===== src/rtl/multicycle_ctrl.sv =====
// Main control FSM of the multi-cycle RV32I core. It sequences one instruction
// at a time through FETCH, DECODE, EXEC, MEM and WB. Outputs are decoded from
// the registered state; the handshake strobes are also qualified by the
// same-cycle ready or branch result.
module multicycle_ctrl #(
  parameter int unsigned WAIT_LIMIT = 255
) (
  input  logic        clk,
  input  logic        rst_n,
  input  logic [6:0]  opcode,
  input  logic        br_taken,
  input  logic        imem_ready,
  output logic        imem_req,
  input  logic        dmem_ready,
  output logic        dmem_req,
  output logic        dmem_we,
  output logic        ir_we,
  output logic        alu_out_we,
  output logic        imm_en,
  output logic [1:0]  opa_sel,
  output logic        alu_func_dec,
  output logic        reg_we,
  output logic [1:0]  wb_sel,
  output logic        pc_we,
  output logic        pc_sel,
  output logic        illegal,
  output logic        bus_err,
  output logic [31:0] retired
);

  typedef enum logic [2:0] {
    S_IDLE, S_FETCH, S_DECODE, S_EXEC, S_MEM, S_WB, S_TRAP
  } state_t;

  localparam logic [6:0] OP_R     = 7'b0110011;
  localparam logic [6:0] OP_I     = 7'b0010011;
  localparam logic [6:0] OP_L     = 7'b0000011;
  localparam logic [6:0] OP_S     = 7'b0100011;
  localparam logic [6:0] OP_B     = 7'b1100011;
  localparam logic [6:0] OP_JAL   = 7'b1101111;
  localparam logic [6:0] OP_JALR  = 7'b1100111;
  localparam logic [6:0] OP_LUI   = 7'b0110111;
  localparam logic [6:0] OP_AUIPC = 7'b0010111;

  // Last count value before expiry: a wait in this cycle without ready traps.
  localparam logic [7:0] WD_LAST = 8'(WAIT_LIMIT - 1);

  state_t     state;
  logic [7:0] wd_cnt;

  logic is_r, is_i, is_l, is_s, is_b, is_jal, is_jalr, is_lui, is_auipc;
  logic is_legal;

  // Opcode class decode from the instruction register.
  always_comb begin
    is_r     = (opcode == OP_R);
    is_i     = (opcode == OP_I);
    is_l     = (opcode == OP_L);
    is_s     = (opcode == OP_S);
    is_b     = (opcode == OP_B);
    is_jal   = (opcode == OP_JAL);
    is_jalr  = (opcode == OP_JALR);
    is_lui   = (opcode == OP_LUI);
    is_auipc = (opcode == OP_AUIPC);
    is_legal = is_r | is_i | is_l | is_s | is_b | is_jal | is_jalr | is_lui | is_auipc;
  end

  // Output decode of the current state.
  always_comb begin
    imem_req     = 1'b0;
    ir_we        = 1'b0;
    dmem_req     = 1'b0;
    dmem_we      = 1'b0;
    alu_out_we   = 1'b0;
    imm_en       = 1'b0;
    opa_sel      = 2'b00;
    alu_func_dec = 1'b0;
    reg_we       = 1'b0;
    wb_sel       = 2'b00;
    pc_we        = 1'b0;
    pc_sel       = 1'b0;
    unique case (state)
      S_FETCH: begin
        imem_req = 1'b1;
        ir_we    = imem_ready;
      end
      S_EXEC: begin
        alu_out_we   = 1'b1;
        imm_en       = ~is_r;
        if (is_auipc || is_jal || is_b) opa_sel = 2'b01;
        else if (is_lui)                opa_sel = 2'b10;
        alu_func_dec = is_r | is_i;
        if (is_b) begin
          pc_we  = 1'b1;
          pc_sel = br_taken;
        end
      end
      S_MEM: begin
        dmem_req = 1'b1;
        dmem_we  = is_s;
        if (is_s && dmem_ready) pc_we = 1'b1;
      end
      S_WB: begin
        reg_we = 1'b1;
        pc_we  = 1'b1;
        if (is_l)                 wb_sel = 2'b01;
        else if (is_jal || is_jalr) wb_sel = 2'b10;
        pc_sel = is_jal | is_jalr;
      end
      default: ;
    endcase
  end

  // State sequencing, handshake watchdog, sticky traps and retire counter.
  always_ff @(posedge clk or negedge rst_n) begin
    if (!rst_n) begin
      state   <= S_IDLE;
      wd_cnt  <= '0;
      illegal <= 1'b0;
      bus_err <= 1'b0;
      retired <= '0;
    end else begin
      if (pc_we) retired <= retired + 32'd1;
      // Watchdog clears unless a wait cycle below increments it.
      wd_cnt <= '0;
      unique case (state)
        S_IDLE: state <= S_FETCH;
        S_FETCH: begin
          if (imem_ready) begin
            state <= S_DECODE;
          end else if (wd_cnt == WD_LAST) begin
            state   <= S_TRAP;
            bus_err <= 1'b1;
          end else begin
            wd_cnt <= wd_cnt + 8'd1;
          end
        end
        S_DECODE: begin
          if (is_legal) begin
            state <= S_EXEC;
          end else begin
            state   <= S_TRAP;
            illegal <= 1'b1;
          end
        end
        S_EXEC: begin
          if (is_b)              state <= S_FETCH;
          else if (is_l || is_s) state <= S_MEM;
          else                   state <= S_WB;
        end
        S_MEM: begin
          if (dmem_ready) begin
            state <= is_s ? S_FETCH : S_WB;
          end else if (wd_cnt == WD_LAST) begin
            state   <= S_TRAP;
            bus_err <= 1'b1;
          end else begin
            wd_cnt <= wd_cnt + 8'd1;
          end
        end
        S_WB:    state <= S_FETCH;
        default: state <= S_TRAP;
      endcase
    end
  end

endmodule


===== config.mk =====
export PLATFORM = sky130hd
export DESIGN_NAME = multicycle_ctrl
export DESIGN_NICKNAME = d
export VERILOG_FILES = /design/src/rtl/multicycle_ctrl.sv
export SDC_FILE = /design/constraint.sdc
export NUM_CORES = 1
export LEC_CHECK = 0
export BUFFER_PORTS_ARGS = -buffer_cell sky130_fd_sc_hd__buf_2
export CAP_MARGIN = 0
export CORE_MARGIN = 2
export CORE_UTILIZATION = 50
export DETAILED_ROUTE_END_ITERATION = 8
export PLACE_DENSITY_LB_ADDON = 0.08
export SYNTH_ARGS = -nofsm -noshare
export SYNTH_HDL_FRONTEND = slang
export SYNTH_SLANG_ARGS = --single-unit
export TNS_END_PERCENT = 5

===== constraint.sdc =====
create_clock -name clk -period 2.7 [get_ports clk]
set_input_delay 0.54 -clock clk [delete_from_list [all_inputs] [get_ports clk]]
set_output_delay 0.54 -clock clk [all_outputs]
set_load 0.01 [all_outputs]

==> results.md <==
* Total Die Area at 5430 µm²
* Period utilisation layout at 91.3%
* Number of top-level pins at 60
* FP Rows at 25
* Total GRT Usage at 20.6%
* # Post-CTS Setup Buffers at 0
* Area Growth Syn to Fin at 17.9%
* Max VDD drop at 0.368 mV
* DR pass1 iterations at 4
* Adder-cell share of the synthesized area at 1.54%
* Layout fillers at 426
* Leakage at 1.29 nW
* Initial Utilization at 51.8%
* Largest stage delay on the critical path at ~480 ps
* Post-synthesis area per instance at 9.88 µm²
* Status: finished clean
* Main flop type after synthesis: dfrtp_1
* Vias in the first global route at 1820
* Multi-input logic area at 1220 µm²
* Simple-gate share of the synthesized area at 28.1%
* GRT overflow at 0
* Largest family of logic cells by synthesized area: simple AND/OR/NAND/NOR gates
* Final Net Count at ~330
* Largest net degree at the start of global routing at 44
* Final core occ at 61.0%
* TritonCTS Buffers at 5
* RSZ-0062 raised after global routing: no
* Crit start category: flip-flop
* Clock skew at 11.8 ps
* Vias per cell at 5.51
* H-tree Lvls at 2
* Highest net fanout along the worst path at 11
* Xor and xnor fraction of the mapped netlist area at 13.7%
* CP Class: reg2out
* Worst rel slew slack at 59.4%
* Syn nets at 261
* Sink Count at 45
* Setup crit end kind: primary output
* First-pass GRT wire length at 8.68 mm
* ANT cells at 0
* Post-synthesis sequential area ratio at 46.3%
* Max-Cap Viols at 0
* Core area at 4690 µm²
* Finish-stage setup viols at 0
* Slew Limit Fails at 0
* Post-route cell area at 2860 µm²
* Layout cell share with drive strength beyond 1 at 24.4%
* Cells after Synth at 246
* Slew @ Worst Pin at 604 ps
* Placed Instance Area at 2780 µm²
* Routed len/inst at 14.3 µm
* Syn. warnings at 0
* Number of synthesized flops with an enable pin at 0
* Crit path cell chain: nand3b_1 > or3_4 > o21a_1 > inv_1 > buf_2
* Highest Clock Rate at about 0.41 GHz
* Clock tree buffer depth at 2
* Skew-Pair Late Insertion Delay at 300 ps
* Power, Total at 0.00181 W
* Worst EP required at approximately 2200 ps
* Synth Register Bits at 45
* HPWL after DPL at 3.88 mm
* CTS tree: built
* Starting DRC count in detailed routing at 70
* Vias at just over 2000
* CP max stage cell: dfrtp_1
* Async set or reset register ratio after synthesis at 100%
* CP arrival at 1920 ps
* Antenna-violating nets left at 0
* Register area at around 1100 µm²
* # resized after CTS at 0
* Die width at 73.7 µm
* I/O Buffers at 59
* Post-Route WL at ~5.2 mm
* Initial antenna violation count at 0
* Power per cell area at 631 nW/µm²
* Vert. Die Dim at 73.7 µm
* Final min period at 2460 ps
* DRC Markers at 0
* Root Buffer: clkbuf_8
* Place WS at 446 ps
* Reg clk slew, reported paths at 80 ps
* Routability cong. at about 0.84
* Final number of hold-violating endpoints at 0
* Mux share of post-synthesis cell area at 0%
* Synth cell types at 38
* Post-route setup TNS at 0 ps
* CTS Hold Bufs at 0
* Cell area after synthesis at 2430 µm²
* Min-delay worst type: in2async
* PnR worst setup slack at 235 ps
* Compound-gate portion of the synthesized area at 6.90%
==> power by group <==
part	internal [W]	total [W]	switching [W]
Clock	0.000179	0.000406	0.000228
Sequential	0.000745	0.000868	0.000123
Combinational	0.000218	0.000532	0.000315
Total	0.00114	0.00181	0.000665
==> routing by layer <==
layer | global-route usage [%] | vias to the layer above | wire length (µm)
met5 | 0 | - | 0
met4 | 4.85 | 0 | 51
met3 | 4.25 | 5 | 212
met2 | 31.0 | 47 | 2340
met1 | 30.5 | 961 | 2620
li1 | - | 999 | -
==> cell usage in the layout, fill, tap and decap left out, types with 8 or more instances in the layout <==
cell type  count
inv_1         10
xor2_1        13
buf_2         59
dfrtp_1       45
nand2_1       19
nor2_1        26
and3_1         8
nand4_1       16
nand3_1       22
xnor2_1       25
==> synth_stat cells (3+ instances only) <==
cell type  count  area share (%)
dfrtp_1       45              46
nor2_1        26             4.0
xnor2_1       25             9.0
nand3_1       22             4.5
nand2_1       19             2.9
nand4_1       16             4.1
xor2_1        13             4.7
inv_1         10             1.5
and3_1         8             2.1
nor3_1         7             1.4
nor4_1         6             1.5
o21ai_0        5             1.0
and4_1         4             1.4
nand2b_1       4             1.0
ha_1           3             1.5
nor2b_1        3            0.77
==> registers in the layout, indices dropped and copies added (netlist names) <==
name,flops
wd_cnt,8
retired,32
illegal,1
bus_err,1
state,3
==> cell families after synthesis <==
logic type      Yosys count
simple gates            122
fa+ha+maj                 3
buf+inv                  16
compound gates           22
xor+xnor                 38
flops                    45
==> worst max-delay path, delay by kind of cell (launching register included) <==
kind | cells | cell delay (ps)
flip-flops | 1 | 480
AO/OA/AOI/OAI | 1 | 130
AND/OR/NAND/NOR | 2 | 810
buffers and inverters | 2 | 230
==> cell type report <==
cell class / instances / share of cell area (%)
Sequential cell: 45 / 39.3
Tap cell: 54 / 2.36
Timing Repair Buffer: 63 / 11.4
Inverter: 10 / 1.31
Multi-Input combinational cell: 185 / 42.6
Clock buffer: 5 / 2.40
Clock inverter: 3 / 0.612
==> final timing paths <==
path / from / to / slack (ps) / cells past startpoint
worst max-delay path: state[2]$_DFF_PN0_ / pc_we / 240 / 5
worst min-delay path: rst_n / state[0]$_DFF_PN0_ / 30 / 1
worst max register to register: state[2]$_DFF_PN0_ / retired[31]$_DFFE_PN0P_ / 540 / 6
worst min register to register: bus_err$_DFFE_PN0P_ / bus_err$_DFFE_PN0P_ / 450 / 1
max in group asynchronous: rst_n / retired[30]$_DFFE_PN0P_ / 1950 / 2
min in group clk: bus_err$_DFFE_PN0P_ / bus_err$_DFFE_PN0P_ / 450 / 1
==> stage by stage <==
stage	hold slack [ps]	std cells
2_1_floorplan	244	246
5_1_grt	17.6	365
6_report	26.0	365
4_1_cts	19.0	365
3_3_place_gp	337	357
3_5_place_dp	338	357
No activity file was read; power rests on OpenSTA's default activity.
